[config.mk]
export PLATFORM = sky130hd
export DESIGN_NAME = issue_ctrl
export DESIGN_NICKNAME = d
export VERILOG_FILES = /design/src/rtl/issue_ctrl.sv
export SDC_FILE = /design/constraint.sdc
export NUM_CORES = 1
export LEC_CHECK = 0
export CAP_MARGIN = 20
export CORE_MARGIN = 4
export CORE_UTILIZATION = 40
export CTS_CLUSTER_DIAMETER = 120
export DETAILED_ROUTE_END_ITERATION = 7
export PLACE_DENSITY_LB_ADDON = 0.05
export SYNTH_ARGS = -nofsm -noshare
export SYNTH_HDL_FRONTEND = slang
export SYNTH_SLANG_ARGS = --single-unit
[constraint.sdc]
create_clock -name i_clk -period 2.8 [get_ports i_clk]
set_input_delay 0.28 -clock i_clk [delete_from_list [all_inputs] [get_ports i_clk]]
set_output_delay 0.28 -clock i_clk [all_outputs]
set_load 0.01 [all_outputs]
[src/rtl/issue_ctrl.sv]
// -----------------------------------------------------------------------------
// issue_ctrl -- single-entry in-order issue stage with register scoreboard.
//
// An instruction from the decoder is accepted into a one-entry holding
// register. It is issued to one of five execution units once its source and
// destination registers are free in the scoreboard. Control-flow
// instructions block further fetch until the redirect arrives. Illegal
// instructions raise a trap, which stays up until it is acknowledged.
//
// Ports:
//   i_clk, i_rst         clock (rising edge), synchronous active-high reset
//   i_fetch_valid        instruction offered by fetch/decode
//   o_fetch_ready        instruction accepted when valid && ready
//   i_bundle[56:0]       {rs1,rs2,rd,unit,op,func,imm,flag}
//   i_dec_valid          decoder says the instruction is legal
//   i_cflow              instruction is branch/jal/jalr
//   o_issue_valid        held instruction is hazard-free and offered
//   o_issue_bundle/unit  issued bundle and target unit (zero when not valid)
//   i_unit_ready[4:0]    per-unit ready (0 ASB,1 LOGIC,2 LOAD,3 STORE,4 ENV)
//   i_wb_valid, i_wb_rd  writeback clears the scoreboard bit of i_wb_rd
//   i_redirect           control flow resolved (only used in CFLOW_WAIT)
//   o_trap, i_trap_ack   illegal-instruction trap and its acknowledge
//
// Build option: define ISSUE_WB_BYPASS_EN to let a same-cycle writeback
// clear the hazard immediately instead of one cycle later.
// -----------------------------------------------------------------------------
module issue_ctrl (
  input  logic        i_clk,
  input  logic        i_rst,
  input  logic        i_fetch_valid,
  output logic        o_fetch_ready,
  input  logic [56:0] i_bundle,
  input  logic        i_dec_valid,
  input  logic        i_cflow,
  output logic        o_issue_valid,
  output logic [56:0] o_issue_bundle,
  output logic [2:0]  o_issue_unit,
  input  logic [4:0]  i_unit_ready,
  input  logic        i_wb_valid,
  input  logic [4:0]  i_wb_rd,
  input  logic        i_redirect,
  output logic        o_trap,
  input  logic        i_trap_ack
);

  localparam logic [1:0] ST_EMPTY      = 2'd0;
  localparam logic [1:0] ST_HOLD       = 2'd1;
  localparam logic [1:0] ST_CFLOW_WAIT = 2'd2;
  localparam logic [1:0] ST_TRAP       = 2'd3;

  localparam logic [2:0] UNIT_ASB   = 3'd0;
  localparam logic [2:0] UNIT_LOGIC = 3'd1;
  localparam logic [2:0] UNIT_LOAD  = 3'd2;
  localparam logic [2:0] UNIT_ENV   = 3'd4;

  logic [1:0]  state_reg, state_next;
  logic [56:0] bundle_reg, bundle_next;
  logic        cflow_reg, cflow_next;
  logic [31:0] busy_reg, busy_next;

  // Fields of the held entry and of the incoming bundle
  logic [4:0] hold_rs1, hold_rs2, hold_rd;
  logic [2:0] hold_unit, hold_op, in_unit;
  assign hold_rs1  = bundle_reg[56:52];
  assign hold_rs2  = bundle_reg[51:47];
  assign hold_rd   = bundle_reg[46:42];
  assign hold_unit = bundle_reg[41:39];
  assign hold_op   = bundle_reg[38:36];
  assign in_unit   = i_bundle[41:39];

  logic [31:0] wb_mask, set_mask, busy_view;
  logic        hazard, issue_valid, fire, fetch_ready, accept, in_legal;
  logic        writes_rd;
  logic [7:0]  unit_ready_ext;

  always_comb begin
    wb_mask = '0;
    if (i_wb_valid) wb_mask[i_wb_rd] = 1'b1;
  end

`ifdef ISSUE_WB_BYPASS_EN
  assign busy_view = busy_reg & ~wb_mask;
`else
  assign busy_view = busy_reg;
`endif

  // ENV entries serialise: they wait for every outstanding write to retire.
  assign hazard = busy_view[hold_rs1] | busy_view[hold_rs2] | busy_view[hold_rd]
                | ((hold_unit == UNIT_ENV) && (|busy_view));

  // Held entries always have unit <= 4; the zero extension keeps the index
  // in range for any encoding.
  assign unit_ready_ext = {3'b000, i_unit_ready};

  // Busy bits only get set by this entry's own fire, so once the hazard
  // clears it stays clear and o_issue_valid is stable until fire.
  assign issue_valid = !i_rst && (state_reg == ST_HOLD) && !hazard;
  assign fire        = issue_valid && unit_ready_ext[hold_unit];
  assign fetch_ready = !i_rst && ((state_reg == ST_EMPTY) ||
                                  ((state_reg == ST_HOLD) && fire && !cflow_reg));
  assign accept      = i_fetch_valid && fetch_ready;
  assign in_legal    = i_dec_valid && (in_unit <= UNIT_ENV);

  // Branches are ASB op 0 and have no destination.
  assign writes_rd = (hold_rd != 5'd0) &&
                     (((hold_unit == UNIT_ASB) && (hold_op != 3'd0)) ||
                      (hold_unit == UNIT_LOGIC) || (hold_unit == UNIT_LOAD));

  always_comb begin
    set_mask = '0;
    if (fire && writes_rd) set_mask[hold_rd] = 1'b1;
  end

  // Per-bit scoreboard update: set beats a same-cycle clear; x0 never busy.
  assign busy_next[0] = 1'b0;
  generate
    for (genvar gi = 1; gi < 32; gi++) begin : g_busy
      assign busy_next[gi] = set_mask[gi] | (busy_reg[gi] & ~wb_mask[gi]);
    end
  endgenerate

  always_comb begin
    state_next  = state_reg;
    bundle_next = bundle_reg;
    cflow_next  = cflow_reg;
    case (state_reg)
      ST_EMPTY: begin
        if (accept) state_next = in_legal ? ST_HOLD : ST_TRAP;
      end
      ST_HOLD: begin
        if (fire) begin
          bundle_next = '0;
          cflow_next  = 1'b0;
          if (cflow_reg)   state_next = ST_CFLOW_WAIT;
          else if (accept) state_next = in_legal ? ST_HOLD : ST_TRAP;
          else             state_next = ST_EMPTY;
        end
      end
      ST_CFLOW_WAIT: begin
        if (i_redirect) state_next = ST_EMPTY;
      end
      default: begin
        if (i_trap_ack) state_next = ST_EMPTY;
      end
    endcase
    if (accept && in_legal) begin
      bundle_next = i_bundle;
      cflow_next  = i_cflow;
    end
  end

  always_ff @(posedge i_clk) begin
    if (i_rst) begin
      state_reg  <= ST_EMPTY;
      bundle_reg <= '0;
      cflow_reg  <= 1'b0;
      busy_reg   <= '0;
    end else begin
      state_reg  <= state_next;
      bundle_reg <= bundle_next;
      cflow_reg  <= cflow_next;
      busy_reg   <= busy_next;
    end
  end

  assign o_fetch_ready  = fetch_ready;
  assign o_issue_valid  = issue_valid;
  assign o_issue_bundle = issue_valid ? bundle_reg : '0;
  assign o_issue_unit   = issue_valid ? hold_unit : 3'd0;
  assign o_trap         = !i_rst && (state_reg == ST_TRAP);

endmodule
==> impl_metrics.env <==
export IMPL_drc=0
export IMPL_port_buffers=137
export IMPL_crit_family="simple AND/OR/NAND/NOR gates"
export IMPL_max_slew_worst_pin_slew_ps=979
export IMPL_ys_flop_type="dfxtp_1"
export IMPL_synth_nets=598
export IMPL_ir_drop_uv=238
export IMPL_drv_slew=0
export IMPL_setup_violations=120
export IMPL_drive_gt1_share_pct=40.5
export IMPL_drt_antenna_violating_nets=0
export IMPL_min_path_type="reg -> reg"
export IMPL_hold_slack_ps=472
export IMPL_nets=806
export IMPL_postRouteWirelength_um=20600
export IMPL_worstHoldEndpoint="bundle_reg[31]"
export IMPL_synthArstFlopShare_pct=0
export IMPL_cp_data_required_time_ps=2520
export IMPL_viasPerCell=6.02
export IMPL_dr_pass1_iters=5
export IMPL_post_drt_wl_per_cell_um=23.3
export IMPL_largest_reg_flops=57
export IMPL_period_share_pct=112
export IMPL_worstPathArrival_ps=2850
export IMPL_vias=5314
export IMPL_htreeDepth=3
export IMPL_seq_area_frac_synth_pct=37.3
export IMPL_ys_types=48
export IMPL_worstPathBufferInverterCount=4
export IMPL_synth_largest_area_cell="dfxtp_1"
export IMPL_grtUsageTotal_pct=28.3
export IMPL_p_leak_nw=3.21
export IMPL_crit_path_top_delay_cell="mux4_2"
export IMPL_grt_max_degree=40
export IMPL_synth_cells=523
export IMPL_first_global_vias=5196
export IMPL_post_route_util_pct=67.6
export IMPL_antenna_found_initial=0
export IMPL_cts_made_buffers=9
export IMPL_synth_area_leaders="dfxtp_1, a22o_1, mux4_2"
export IMPL_grt_pass1_wl_um=30700
export IMPL_cp_common_cell="buf_6"
export IMPL_yosys_warnings=0
export IMPL_min_period_ps=3130
export IMPL_worstReg2RegStart="bundle_reg[42]"
export IMPL_power_density_mw_per_mm2=389
export IMPL_finalHoldViolations=0
export IMPL_overflow=0
export IMPL_synth_top_area_share_pct=37.3
export IMPL_startpoint_type="flip-flop"
export IMPL_worstRegToRegCells=13
export IMPL_synth_edf_count=0
export IMPL_drt_iter0_markers=408
export IMPL_diodes=0
export IMPL_hold_path_cell_count=1
export IMPL_skew_ps=8.28
export IMPL_cts_path_max_buffers=2
export IMPL_rsz0062_at_grt="yes"
export IMPL_cp_cell_sequence="mux4_2, a211oi_2, o211ai_1, or3_4, nor3_4, buf_6, buf_12, buf_16, and2_4, buf_6"
export IMPL_floorplan_initialDensity_pct=40.8
export IMPL_ctsRootBufferMaster="clkbuf_16"
export IMPL_pre_cts_slack_ps=-409
export IMPL_finalSetupTns_ps=-28500
export IMPL_maxCapViolations=0
export IMPL_die_area_mm2=0.0140
export IMPL_critical_path_max_fanout=8
export IMPL_endpoint_kind="output port"
export IMPL_dp_hpwl_um=12300
export IMPL_rows=40
export IMPL_die_w_um=118
export IMPL_max_freq_mhz=320
export IMPL_post_route_worst_setup_slack_ps=-325
export IMPL_violations="negative setup slack"
export IMPL_cts_tree="yes"
export IMPL_synth_seq_cells=91
export IMPL_area_growth_pct=65.7
export IMPL_insertion_delay_ps=350
export IMPL_status="complete, but fails checks"
export IMPL_cts_sinks=91
export IMPL_syn_area_mm2=0.00488
export IMPL_crit_path_max_incr_delay_ps=520
export IMPL_gp_congestion=0.931
export IMPL_hold_start="bundle_reg[31]"
export IMPL_io_pin_count=138
export IMPL_max_slew_margin_rel_pct=34.6
export IMPL_syn_avg_cell_area_um2=9.33
export IMPL_rrSetupSlack_ps=-260
export IMPL_clk_pin_slew_ps=70
export IMPL_crit_type="reg -> out"
export IMPL_core_area_mm2=0.0120
export IMPL_holdBufCountCts=0
export IMPL_die_height_um=118
export IMPL_timing_rr_end="bundle_reg[42]"
==> logic make-up after synthesis <==
family,share of synthesized area [%]
AOI/OAI and AO/OA,19.8
buffers and inverters,4.79
and+or+nand+nor,27.2
muxes,10.8
DFF,37.3
==> Yosys cell counts, types with 2 or more instances <==
| master | number |
|---|---|
| clkbuf_1 | 26 |
| buf_1 | 2 |
| and2_1 | 57 |
| inv_1 | 3 |
| buf_4 | 3 |
| nor3b_1 | 8 |
| nor3_1 | 3 |
| or2_2 | 2 |
| a31oi_1 | 3 |
| mux4_2 | 18 |
| nor4_1 | 9 |
| mux2i_1 | 9 |
| dfxtp_1 | 91 |
| o2111ai_1 | 3 |
| nor2_1 | 13 |
| buf_6 | 4 |
| and3_1 | 2 |
| nand4b_1 | 9 |
| a22oi_1 | 4 |
| a22o_1 | 58 |
| nand4_1 | 6 |
| a21oi_1 | 2 |
| nand3b_1 | 22 |
| buf_2 | 10 |
| nand3_1 | 31 |
| nor2b_1 | 24 |
| o21ai_0 | 52 |
| mux2_2 | 3 |
| nand2_1 | 25 |
| o211ai_1 | 3 |
==> metrics by stage <==
step | instances | cell area [µm²] | power [W]
after floorplan | 523 | 4880 | 0.00159
after global placement | 830 | 6820 | 0.00182
after detailed placement | 830 | 6820 | 0.00183
after CTS | 883 | 7680 | 0.00312
after global routing | 883 | 8080 | 0.00324
final | 883 | 8080 | 0.00314
==> metal layers <==
| layer | up-vias | GRT usage, % | wire length [µm] |
|---|---|---|---|
| li1 | 2392 | - | - |
| met1 | 2581 | 38.2 | 8790 |
| met2 | 288 | 44.3 | 9620 |
| met3 | 53 | 6.41 | 1710 |
| met4 | 0 | 10.4 | 473 |
| met5 | - | 0 | 0 |
==> cells in the final DEF (no fill, tap or decap), types with 4 or more instances in the layout <==
| cell | instances |
|---|---|
| clkbuf_16 | 11 |
| buf_6 | 65 |
| and2_1 | 10 |
| nor4_1 | 7 |
| buf_16 | 14 |
| and2_4 | 47 |
| nand4_1 | 6 |
| nor3b_1 | 8 |
| o21ai_2 | 29 |
| buf_2 | 12 |
| a22oi_1 | 4 |
| nand3_1 | 31 |
| mux4_2 | 18 |
| dfxtp_1 | 85 |
| mux2i_1 | 9 |
| nor2_1 | 13 |
| nand2_1 | 23 |
| a22o_1 | 58 |
| buf_12 | 6 |
| clkdlybuf4s50_1 | 75 |
| o21ai_0 | 21 |
| nand4b_1 | 9 |
| buf_4 | 64 |
| nor2b_1 | 24 |
| nand3b_1 | 22 |
==> worst reg2reg max path: stages, from the launching register on <==
cell and delay, ps:
dfxtp_2 360, mux4_2 520, a211oi_2 190, o211ai_1 170, or3_4 430, nor3_4 170, buf_6 180, buf_16 120
buf_8 100, buf_6 100, a221oi_4 90, buf_12 190, buf_12 140, a22o_1 200
==> report_power, final <==
group | total [W] | leakage [nW] | switching, W | internal [W]
Sequential | 0.00137 | 0.741 | 0.0000355 | 0.00133
Combinational | 0.000602 | 2.34 | 0.000270 | 0.000332
Clock | 0.00117 | 0.133 | 0.000544 | 0.000627
==> cell type report <==
class                      instances  area, µm²
multi-input combinational        384       3120
clock buffer                      12        246
tap                              147        184
timing repair buffer             242       2660
fill                             946       3880
inverter                           3       11.3
clock inverter                     4       26.3
sequential                        91       1840
==> worst max-delay path by stage <==
stage,startpoint,cells after the start,to
2_1_floorplan,bundle_reg[42],9,o_issue_bundle[12]
3_3_place_gp,bundle_reg[48],9,o_fetch_ready
3_5_place_dp,bundle_reg[48],9,o_fetch_ready
4_1_cts,bundle_reg[42],11,o_issue_bundle[24]
5_1_grt,bundle_reg[42],11,o_issue_bundle[37]
6_report,bundle_reg[42],10,o_issue_bundle[37]
==> what timing repair did <==
| item | in CTS | in global routing |
|---|---|---|
| gates resized for setup | 346 | 126 |
| pin swaps | 23 | 76 |
| buffers inserted | 19 | 6 |
| endpoints found under the setup margin | 151 | 153 |
| gates cloned | 18 | 3 |
(Power assumes the default switching activity.)
